## config.mk

```make
export PLATFORM = sky130hd
export DESIGN_NAME = rcg_ctrl_div_seq_flat
export DESIGN_NICKNAME = d
export VERILOG_FILES = /design/src/rtl/rcg_ctrl_div_seq_if.sv /design/src/rtl/rcg_ctrl_div_seq.sv /design/src/flat_wrapper.sv
export SDC_FILE = /design/constraint.sdc
export NUM_CORES = 1
export LEC_CHECK = 0
export BUFFER_PORTS_ARGS = -buffer_cell sky130_fd_sc_hd__buf_2
export CORE_MARGIN = 2
export CORE_UTILIZATION = 35
export CTS_BUF_LIST = sky130_fd_sc_hd__clkbuf_4
export CTS_CLUSTER_SIZE = 12
export DETAILED_ROUTE_END_ITERATION = 12
export GPL_ROUTABILITY_DRIVEN = 0
export RECOVER_POWER = 50
export SLEW_MARGIN = 15
export SYNTH_ARGS = -nofsm -noshare
export SYNTH_HDL_FRONTEND = slang
export SYNTH_SLANG_ARGS = --single-unit
export TNS_END_PERCENT = 30
```

## constraint.sdc

```tcl
create_clock -name clk_in -period 3.1 [get_ports clk_in]
set_clock_uncertainty 0.2 [all_clocks]
set_input_delay 0.155 -clock clk_in [delete_from_list [all_inputs] [get_ports clk_in]]
set_output_delay 0.155 -clock clk_in [all_outputs]
set_load 0.02 [all_outputs]
```

## src/rtl/rcg_ctrl_div_seq_if.sv

```systemverilog
// Config handshake and divider control bundle between the ratio sequencer and its
// requester/divider group. slave = sequencer side, master = requester/divider side.
interface rcg_ctrl_div_seq_if #(
    parameter int NUM_DIV   = 4,
    parameter int DIV_WIDTH = 16
);
    logic                           cfg_req;
    logic [NUM_DIV*DIV_WIDTH-1:0]   cfg_ratio;
    logic [NUM_DIV-1:0]             div_clk_align;
    logic                           cfg_ack;
    logic                           cfg_busy;
    logic                           timeout_err;
    logic [NUM_DIV*DIV_WIDTH-1:0]   div_ratio;
    logic                           div_aln_rst_n;
    logic                           divider_go_pls;

    modport master (
        output cfg_req, cfg_ratio, div_clk_align,
        input  cfg_ack, cfg_busy, timeout_err, div_ratio, div_aln_rst_n, divider_go_pls
    );

    modport slave (
        input  cfg_req, cfg_ratio, div_clk_align,
        output cfg_ack, cfg_busy, timeout_err, div_ratio, div_aln_rst_n, divider_go_pls
    );
endinterface

```

## src/rtl/rcg_ctrl_div_seq.sv

```systemverilog
// Ratio-change sequencer: captures a ratio set, waits for divider alignment, holds the
// dividers in alignment reset while loading ratios, then restarts them with one go pulse.
module rcg_ctrl_div_seq #(
    parameter int NUM_DIV    = 4,
    parameter int DIV_WIDTH  = 16,
    parameter int INIT_RATIO = 1,
    parameter int HOLD_CYC   = 2,
    parameter int TO_CYC     = 1024
) (
    input  logic              clk_in,
    input  logic              grst_n,
    rcg_ctrl_div_seq_if.slave bus
);
    // state      | meaning
    // IDLE       | waiting for cfg_req
    // WAIT_ALIGN | waiting for all dividers aligned, or timeout
    // HOLD       | alignment reset asserted, new ratios applied
    // GO         | one-cycle restart pulse
    // ACK        | cfg_ack high until cfg_req drops

    localparam int RW     = NUM_DIV * DIV_WIDTH;
    localparam int TO_W   = $clog2(TO_CYC);
    localparam int HOLD_W = (HOLD_CYC > 1) ? $clog2(HOLD_CYC) : 1;
    localparam logic [RW-1:0] INIT_VEC = {NUM_DIV{DIV_WIDTH'(INIT_RATIO)}};

    typedef enum logic [2:0] {
        IDLE,
        WAIT_ALIGN,
        HOLD,
        GO,
        ACK
    } state_t;

    state_t            state;
    logic [RW-1:0]     shadow;
    logic [RW-1:0]     ratio_q;
    logic [TO_W-1:0]   to_cnt;
    logic [HOLD_W-1:0] hold_cnt;
    logic              ack_q;
    logic              busy_q;
    logic              timeout_q;
    logic              aln_rst_n_q;
    logic              go_q;
    logic              all_aligned;

    assign all_aligned = &bus.div_clk_align;

    always_ff @(posedge clk_in or negedge grst_n) begin
        if (!grst_n) begin
            state       <= IDLE;
            shadow      <= INIT_VEC;
            ratio_q     <= INIT_VEC;
            to_cnt      <= '0;
            hold_cnt    <= '0;
            ack_q       <= 1'b0;
            busy_q      <= 1'b0;
            timeout_q   <= 1'b0;
            aln_rst_n_q <= 1'b1;
            go_q        <= 1'b0;
        end else begin
            go_q <= 1'b0;
            case (state)
                IDLE: begin
                    if (bus.cfg_req) begin
                        shadow    <= bus.cfg_ratio;
                        timeout_q <= 1'b0;
                        to_cnt    <= TO_W'(TO_CYC - 1);
                        busy_q    <= 1'b1;
                        state     <= WAIT_ALIGN;
                    end
                end
                WAIT_ALIGN: begin
                    // Timeout still forces a realignment so the group never stays stuck.
                    if (all_aligned || to_cnt == '0) begin
                        if (!all_aligned) begin
                            timeout_q <= 1'b1;
                        end
                        ratio_q     <= shadow;
                        aln_rst_n_q <= 1'b0;
                        hold_cnt    <= HOLD_W'(HOLD_CYC - 1);
                        state       <= HOLD;
                    end else begin
                        to_cnt <= to_cnt - 1'b1;
                    end
                end
                HOLD: begin
                    if (hold_cnt == '0) begin
                        aln_rst_n_q <= 1'b1;
                        go_q        <= 1'b1;
                        state       <= GO;
                    end else begin
                        hold_cnt <= hold_cnt - 1'b1;
                    end
                end
                GO: begin
                    ack_q <= 1'b1;
                    state <= ACK;
                end
                ACK: begin
                    if (!bus.cfg_req) begin
                        ack_q  <= 1'b0;
                        busy_q <= 1'b0;
                        state  <= IDLE;
                    end
                end
                default: begin
                    ack_q       <= 1'b0;
                    busy_q      <= 1'b0;
                    aln_rst_n_q <= 1'b1;
                    state       <= IDLE;
                end
            endcase
        end
    end

    assign bus.cfg_ack        = ack_q;
    assign bus.cfg_busy       = busy_q;
    assign bus.timeout_err    = timeout_q;
    assign bus.div_ratio      = ratio_q;
    assign bus.div_aln_rst_n  = aln_rst_n_q;
    assign bus.divider_go_pls = go_q;
endmodule

```

## src/flat_wrapper.sv

```systemverilog
// flat-port wrapper written by rule: the top's interface ports become plain ports
module rcg_ctrl_div_seq_flat 
#(
    parameter int NUM_DIV    = 4,
    parameter int DIV_WIDTH  = 16,
    parameter int INIT_RATIO = 1,
    parameter int HOLD_CYC   = 2,
    parameter int TO_CYC     = 1024
)
  (clk_in, grst_n, bus_cfg_req, bus_cfg_ratio, bus_div_clk_align, bus_cfg_ack, bus_cfg_busy, bus_timeout_err, bus_div_ratio, bus_div_aln_rst_n, bus_divider_go_pls);
  rcg_ctrl_div_seq_if #(.NUM_DIV(NUM_DIV), .DIV_WIDTH(DIV_WIDTH)) bus_i ();
  input  logic clk_in;
  input  logic grst_n;
  input wire logic [$bits(bus_i.cfg_req)-1:0] bus_cfg_req;
  input wire logic [$bits(bus_i.cfg_ratio)-1:0] bus_cfg_ratio;
  input wire logic [$bits(bus_i.div_clk_align)-1:0] bus_div_clk_align;
  output wire logic [$bits(bus_i.cfg_ack)-1:0] bus_cfg_ack;
  output wire logic [$bits(bus_i.cfg_busy)-1:0] bus_cfg_busy;
  output wire logic [$bits(bus_i.timeout_err)-1:0] bus_timeout_err;
  output wire logic [$bits(bus_i.div_ratio)-1:0] bus_div_ratio;
  output wire logic [$bits(bus_i.div_aln_rst_n)-1:0] bus_div_aln_rst_n;
  output wire logic [$bits(bus_i.divider_go_pls)-1:0] bus_divider_go_pls;
  assign bus_i.cfg_req = bus_cfg_req;
  assign bus_i.cfg_ratio = bus_cfg_ratio;
  assign bus_i.div_clk_align = bus_div_clk_align;
  assign bus_cfg_ack = bus_i.cfg_ack;
  assign bus_cfg_busy = bus_i.cfg_busy;
  assign bus_timeout_err = bus_i.timeout_err;
  assign bus_div_ratio = bus_i.div_ratio;
  assign bus_div_aln_rst_n = bus_i.div_aln_rst_n;
  assign bus_divider_go_pls = bus_i.divider_go_pls;
  rcg_ctrl_div_seq #(.NUM_DIV(NUM_DIV), .DIV_WIDTH(DIV_WIDTH), .INIT_RATIO(INIT_RATIO), .HOLD_CYC(HOLD_CYC), .TO_CYC(TO_CYC)) u_core (.clk_in(clk_in), .grst_n(grst_n), .bus(bus_i));
endmodule
```

==> summary.md, run 1 <==
| Metric | Value |
|---|---|
| Largest net degree at the start of global routing | 79 |
| Worst-skew pair later-pin latency | 520 ps |
| Cells taking the most area after synthesis | sky130_fd_sc_hd__dfrtp_1 (59%), sky130_fd_sc_hd__mux2_2 (17%), sky130_fd_sc_hd__mux2_1 (7.3%) |
| Clock tree root driver cell | sky130_fd_sc_hd__clkbuf_4 |
| Overall via count from detail_route | about 3800 |
| Number of global-route vias before repair | 3882 |
| First DRT Iteration DRCs | 160 |
| CTS sink count | 147 |
| Dpl hpwl | around 7700 um |
| Count of distinct cell types in the synthesized netlist | 42 |
| Die Y-Extent | 133 um |
| Power Dens Cells | 935 nW/um2 |
| Top flip-flop cell by instance count after synthesis | sky130_fd_sc_hd__dfrtp_1 |
| CTS tree | built |
| Final core occ | 46.3% |
| Sequential share of the synthesized area | 63.4% |
| Share of final-layout standard cells stronger than drive strength 1 | 40.7% |
| Worst hold path type | in2reg |
| Top fanout value on the critical path | 66 |
| Inserted Clock Buffers | 17 |
| Wire length per cell after detailed routing | 14.6 um |
| Worst hold path cell count | 5 |
| IR Drop Worst-Case VDD | 354 uV |
| Yosys top cell by area | sky130_fd_sc_hd__dfrtp_1 |
| DRT Wirelength | 12000 um |
| Delay of the slowest critical-path stage | roughly 400 ps |
| Leak pwr | 0.00343 uW |
| DIE AREA | 17700 um2 |
| Synthesized netlist net count | 449 |
| Via density per instance | 4.64 |
| Total Nets Final | approximately 660 |
| Cell count of the worst reg-to-reg path | 7 |
| Max-slew violations | 78 |
| Final instance area | 7600 um2 |
| Largest buffer count on any clock path | 2 |
| Most common cell in the synthesized netlist | sky130_fd_sc_hd__dfrtp_1 |
| Final Hold Fails | 0 |
| Post-synthesis sequential element count | 147 |
| Global-route wire length before repair | slightly below 20000 um |
| Worst setup slack for register-to-register paths | between 500 and 600 ps |
| Post-synthesis cell area | 5820 um2 |
| Signal arrival time at the worst endpoint | around 2700 ps |
| Slowest cell on the critical path | sky130_fd_sc_hd__dfrtp_1 |
| I/O Buffers | roughly 140 |
| # H-tree levels | 4 |
| Share of the clock period used by the worst path | 81.2% |
| Remaining number of nets flagged by the antenna check after routing | 0 |
| RSZ-0062 raised after global routing | false |
| Cell count after synthesis | between 300 and 400 |
| Setup-failing EPs final | 0 |
| Number of remaining DRC errors | 0 |
| Global router's overall resource usage | approximately 14% |
| Count of flip-flops with a built-in enable after synthesis | 0 |
| Width of the chip | roughly 130 um |
| Async SR Flop Fraction | 100% |
| Critical path, cell by cell | inv_1 > ha_1 > nor3b_2 > nand3_1 > a21boi_4 > buf_12 > mux2_2 |
| Worst Setup End Kind | flip-flop |
| Pwr Total | 7110 uW |
| Clock-pin slew on the worst setup and hold paths | approximately 120 ps |
| Timing-limited maximum frequency | 0.397 GHz |
| Type of the setup path with the least slack | reg2reg |
| Outcome | finished, violations left |
| Core region area | 16400 um2 |
| Worst Tran Pin Value | between 1500 and 2000 ps |
| Post-synthesis area per instance | 15.4 um2 |
| IO Count | 140 |
| Initial Utilization | a little over a third |
| Max-slew headroom | -27.7% |
| Portion of synthesized cell area occupied by the leading cell type | 59.3% |
| Maximum Capacitance Violations | 1 |
| Final critical path time including I/O delays and setup | 2520 ps |
| Post-synth top cells | sky130_fd_sc_hd__dfrtp_1 (138), sky130_fd_sc_hd__mux2_2 (90), sky130_fd_sc_hd__mux2_1 (38) |
| Area of placed instances | 6710 um2 |
| Total negative slack for setup checks | 0 ps |
| Type of element launching the critical path | flip-flop |
| Violations in the final reports | capacitance limit, slew limit |
| Number of detailed-route iterations in the first pass | 4 |
| Worst endpoint required time | approximately 3300 ps |
| Number of antenna violations at the first check in global routing | 1 |
| Area growth from synthesis to final layout | 30.6% |
| Site Rows | 47 |
| Synth warn | 0 |
| Total global routing overflow | 0 |
## sequential cells by signal, summed over array words and instances (netlist names)
register,cells
u_core.bus.cfg_busy,1
u_core.bus.cfg_ack,1
u_core.bus.div_aln_rst_n,1
u_core.bus.timeout_err,1
u_core.bus.divider_go_pls,1
u_core.hold_cnt,1
u_core.state,3
u_core.shadow,64
u_core.bus.div_ratio,64
u_core.to_cnt,10
## cell usage in the layout, fill, tap and decap left out, drive strengths merged, types with 3 or more instances in the layout
cell type      n
clkinv         7
nor2           7
a21oi          7
dlygate4sd3   66
dfstp          9
mux2         128
nand2b         3
inv            6
o21ai          8
a31oi         10
buf          109
nor4           3
clkbuf        54
nor3b          3
bufinv         3
dfrtp        138
nor3           3
nand2          9
## cell families (layout without fill, tap and decap cells)
group	count (synthesis)	count (layout)	share of synthesized area (%)
flops	147	147	63.4
mux	128	128	24.8
fa+ha+maj	2	2	0.387
compound gates	35	35	4.06
simple gates	41	41	4.32
other cells	0	1	0
buf+inv	24	246	3.12
## final cells by class
type | count | area [um2]
antenna | 1 | 2.50
tap | 220 | 275
timing repair buffer | 210 | 1380
clock buffer | 19 | 143
fill | 1519 | 8800
inverter | 5 | 18.8
clock inverter | 12 | 139
multi-input combinational | 206 | 1960
sequential | 147 | 3690
## worst paths after layout
kind,to,start
worst min-delay path,u_core.to_cnt[1]$_DFFE_PN0P_,bus_div_clk_align[1]
worst max-delay path,u_core.bus.div_ratio[15]$_DFFE_PN0P_,u_core.to_cnt[0]$_DFFE_PN0P_
worst min register to register,u_core.bus.div_aln_rst_n$_DFFE_PN1P_,u_core.bus.div_aln_rst_n$_DFFE_PN1P_
min in group asynchronous,u_core.bus.div_ratio[26]$_DFFE_PN0P_,grst_n
max in group asynchronous,u_core.shadow[50]$_DFFE_PN0P_,grst_n
worst max register to register,u_core.bus.div_ratio[15]$_DFFE_PN0P_,u_core.to_cnt[0]$_DFFE_PN0P_
## per-layer routing
| metal | wire (um) | share of wire [%] | up-vias | GRT usage (%) |
|---|---|---|---|---|
| met5 | 0 | 0 | - | 0 |
| met4 | 138 | 1.2 | 0 | 4.12 |
| met3 | 625 | 5.2 | 12 | 4.52 |
| met2 | 5680 | 47 | 97 | 22.2 |
| met1 | 5540 | 46 | 1915 | 18.1 |
| li1 | - | - | 1779 | - |
## what timing repair did
| action | CTS | global route |
|---|---|---|
| hold endpoints to repair | 202 | 0 |
| hold buffers | 66 | 0 |
| setup buffers | 0 | 0 |
| resized for setup | 0 | 0 |
## metrics by stage
| step | hold slack (ps) | setup WS, ps | instances |
|---|---|---|---|
| after floorplan | -341 | 975 | 377 |
| final | 96.2 | 583 | 820 |
| after CTS | 0.348 | 597 | 819 |
| after global placement | 16.7 | 726 | 722 |
| after global routing | 92.3 | 419 | 820 |
| after detailed placement | 36.3 | 620 | 722 |
## where the power goes
group	switching (uW)	internal (uW)	leakage, uW	total, uW
registers	491	2860	0.00177	3350
logic	1360	1180	0.00152	2540
clock network	656	563	0.000150	1220
## critical path, delay by kind of cell (launching register included)
kind / cells / cell delay (ps)
flops: 1 / 390
simple gates: 2 / 510
fa+ha+maj: 1 / 220
mux: 1 / 390
compound gates: 1 / 190
buf+inv: 2 / 410
No activity file was read; power rests on OpenSTA's default activity.
==> run 2, diff against run 1 <==
Settings changed: ABC_AREA set to 1.
Clock period 3.1 ns to 2.1 ns, I/O delays scaled along.
==> run 2 against run 1 <==
Net effect:
- the flow now finishes without violations
- sequential power is 41% higher
- final area is 2.4% higher
- register-to-register slack worse by 390 ps
- clock power is 52% higher
- sequential share of layout area is 1.1 points lower
- synthesized area is 1.8% higher
- count of clock-buffer cells in the layout is 2 higher
- via count is 25% higher
- routed wire length is 11% higher
- first-iteration DRC count is 16% higher
- die area is 1.7% higher
- non-clock buffer count is 13 higher
- critical path type is now in2reg
- largest cell class unchanged
- largest power group unchanged
==> summary.md, run 2 <==
| Metric | Value |
|---|---|
| Outcome | finished clean |
| Total Nets Final | 916 (+39%) |
| CTS tree | built |
| IO Count | 140 (unchanged) |
| Fill cell instance count of the final layout | 1673 (+10%) |
| Initial Utilization | 35.7% (+0.24 points) |
| Synthesized netlist net count | 703 (+57%) |
| Max-slew headroom | 50.6% (+78 points) |
| First DRT Iteration DRCs | 185 (+16%) |
| Share of the clock period used by the worst path | 96.5% |
| RSZ-0062 raised after global routing | false |
| Number of setup buffers added after CTS | 0 (unchanged) |
| Signal arrival time at the worst endpoint | 2240 ps (-490 ps) |
| Worst Tran Pin Value | 741 ps (-1170 ps) |
| Clock-pin slew on the worst setup and hold paths | 120 ps (about the same) |
| Width of the chip | 134 um (+0.85%) |
| Final Hold Fails | 0 (unchanged) |
| Final core occ | 47.0% (+0.61 points) |
| Synth warn | 0 (unchanged) |
| Worst-skew pair later-pin latency | 540 ps (+20 ps) |
| Count of flip-flops with a built-in enable after synthesis | 0 (unchanged) |
| Post-synthesis cell area | 5930 um2 (+1.8%) |
| Max-slew violations | 0 (-100%) |
| Worst endpoint required time | 2320 ps (-1000 ps) |
| I/O Buffers | 139 (unchanged) |
| Post-synthesis sequential element count | 147 (unchanged) |
| Top fanout value on the critical path | 37 (-44%) |
| Overall via count from detail_route | 4747 (+25%) |
| Top library cells by usage in the layout, fill and taps aside | sky130_fd_sc_hd__nand2_1 (200), sky130_fd_sc_hd__dfrtp_1 (138), sky130_fd_sc_hd__buf_2 (74) |
| Top flip-flop cell by instance count after synthesis | sky130_fd_sc_hd__dfrtp_1 |
| Via density per instance | 4.40 (-5.1%) |
| Yosys top cell by area | sky130_fd_sc_hd__dfrtp_1 |
| Global-route wire length before repair | 22500 um (+16%) |
| Final critical path time including I/O delays and setup | 2030 ps |
| Async SR Flop Fraction | 100% (unchanged) |
| Count of distinct cell types in the synthesized netlist | 25 (-40%) |
| Area growth from synthesis to final layout | 31.4% |
| Number of detailed-route iterations in the first pass | 4 (unchanged) |
| Portion of synthesized cell area occupied by the leading cell type | 58.3% (-1.0 points) |
| Global router's overall resource usage | 15.7% (+1.8 points) |
| Largest net degree at the start of global routing | 73 (-7.6%) |
| Setup crit start | bus_div_clk_align[1] |
| Number of antenna violations at the first check in global routing | 3 (+2) |
| # H-tree levels | 4 (unchanged) |
| Wire length per cell after detailed routing | 12.3 um (-16%) |
| Number of global-route vias before repair | 4651 (+20%) |
| Dpl hpwl | 8520 um (+11%) |
| Power Dens Cells | 1350 nW/um2 (+45%) |
| DRT Wirelength | 13300 um (+11%) |
| Sequential share of the synthesized area | 62.3% (-1.1 points) |
| Setup-failing EPs final | 0 (unchanged) |
| Most common cell in the synthesized netlist | sky130_fd_sc_hd__nand2_1 |
| Start point of the worst min-delay path | bus_cfg_ratio[56] |
| Share of final-layout standard cells stronger than drive strength 1 | 18.8% (-22 points) |
| Core region area | 16600 um2 (+1.1%) |
| CTS sink count | 147 (unchanged) |
| Timing-limited maximum frequency | 0.493 GHz |
| Site Rows | 47 (unchanged) |
| Maximum Capacitance Violations | 0 (-1) |
| Largest buffer count on any clock path | 2 (unchanged) |
| Number of remaining DRC errors | 0 (unchanged) |
| Post-synth top cells | sky130_fd_sc_hd__nand2_1 (200), sky130_fd_sc_hd__dfrtp_1 (138), sky130_fd_sc_hd__inv_1 (67) |
| Clock tree root driver cell | sky130_fd_sc_hd__clkbuf_4 |
| Type of element launching the critical path | primary input |
| Worst hold path type | in2reg |
| Total negative slack for setup checks | 0 ps (unchanged) |
| IR Drop Worst-Case VDD | 616 uV (+74%) |
| Cells taking the most area after synthesis | sky130_fd_sc_hd__dfrtp_1 (58%), sky130_fd_sc_hd__nand2_1 (13%), sky130_fd_sc_hd__o21ai_0 (5.5%) |
| Inserted Clock Buffers | 17 (unchanged) |
| Cell count after synthesis | 631 (+67%) |
| Leak pwr | 0.00378 uW (+10%) |
| Total global routing overflow | 0 (unchanged) |
| DIE AREA | 18000 um2 (+1.7%) |
| Die Y-Extent | 134 um (+0.85%) |
| Worst Setup End Kind | flip-flop |
| Most common library cell in the layout ignoring fill and taps | sky130_fd_sc_hd__nand2_1 |
| Type of the setup path with the least slack | in2reg |
| R2r startpoint | u_core.to_cnt[0]$_DFFE_PN0P_ |
| Remaining number of nets flagged by the antenna check after routing | 0 (unchanged) |
| Post-synthesis area per instance | 9.39 um2 (-39%) |
==> run 2: kinds of logic (layout without fill, tap and decap cells) <==
logic type	Yosys count	after routing	share of synthesized area, %
buffers and inverters	102	328	7.94
other	0	1	0
DFF	147	147	62.3
AOI/OAI and AO/OA	126	126	11.8
adders and majority gates	1	1	0.211
and+or+nand+nor	255	255	17.8
==> run 2: what timing repair did <==
item                       4_1_cts  5_1_grt
hold endpoints to repair       233        0
hold buffers                    69        0
gates resized for setup          1        1
setup endpoints to repair        3       10
==> run 2: worst paths after layout <==
| path | endpoint | slack (ps) | depth (start not counted) |
|---|---|---|---|
| min | u_core.shadow[56]$_DFFE_PN0P_ | 100 | 4 |
| max in group asynchronous | u_core.shadow[16]$_DFFE_PN1P_ | 190 | 4 |
| min in group asynchronous | u_core.bus.div_ratio[63]$_DFFE_PN0P_ | 520 | 3 |
| min reg2reg | u_core.bus.divider_go_pls$_DFF_PN0_ | 260 | 1 |
| max reg2reg | u_core.to_cnt[1]$_DFFE_PN0P_ | 190 | 11 |
| max | u_core.to_cnt[1]$_DFFE_PN0P_ | 70 | 10 |
==> run 2: worst max-delay path: stages <==
cell and delay (ps):
sky130_fd_sc_hd__dlygate4sd3_1 530, sky130_fd_sc_hd__buf_2 120, sky130_fd_sc_hd__nand4_1 80, sky130_fd_sc_hd__dlygate4sd3_1 680
sky130_fd_sc_hd__nand2_4 80, sky130_fd_sc_hd__nand2_4 100, sky130_fd_sc_hd__buf_8 260, sky130_fd_sc_hd__nand2_4 140
sky130_fd_sc_hd__nand2_1 80, sky130_fd_sc_hd__nand2_1 50
==> run 2: power by group <==
| group | internal, uW | switching, uW | total [uW] |
|---|---|---|---|
| Sequential | 4120 | 590 | 4710 |
| Combinational | 1340 | 2640 | 3980 |
| Clock | 871 | 986 | 1860 |
==> run 2: per-layer routing <==
layer | wire [um] | global-route usage [%] | vias up
met4 | 104 | 5.26 | 4
met3 | 766 | 5.52 | 13
met5 | 27 | 0 | -
met2 | 5960 | 23.9 | 110
li1 | - | - | 2417
met1 | 6400 | 21.0 | 2203
==> run 2: stage by stage <==
step                power (uW)  worst slack [ps]  cells  hold WS [ps]  instance area (um2)
global route             11500              4.54   1078          33.6                 7790
CTS                      10800               106   1077          29.0                 7880
floorplan                 7480               227    631          -391                 5930
detailed placement        8830              10.4    976          -108                 6890
finish                   10500              72.5   1078           101                 7790
global placement          8740              29.2    976          -108                 6890
==> run 2: layout make-up <==
cell class | count | area [um2] | share of cell area [%]
clock buffer | 21 | 158 | 2.02
clock inverter | 11 | 140 | 1.80
multi-input combinational | 382 | 1770 | 22.7
sequential | 147 | 3690 | 47.4
inverter | 73 | 274 | 3.52
timing repair buffer | 223 | 1480 | 19.0
tap | 220 | 275 | 3.54
antenna | 1 | 2.50 | 0.0321
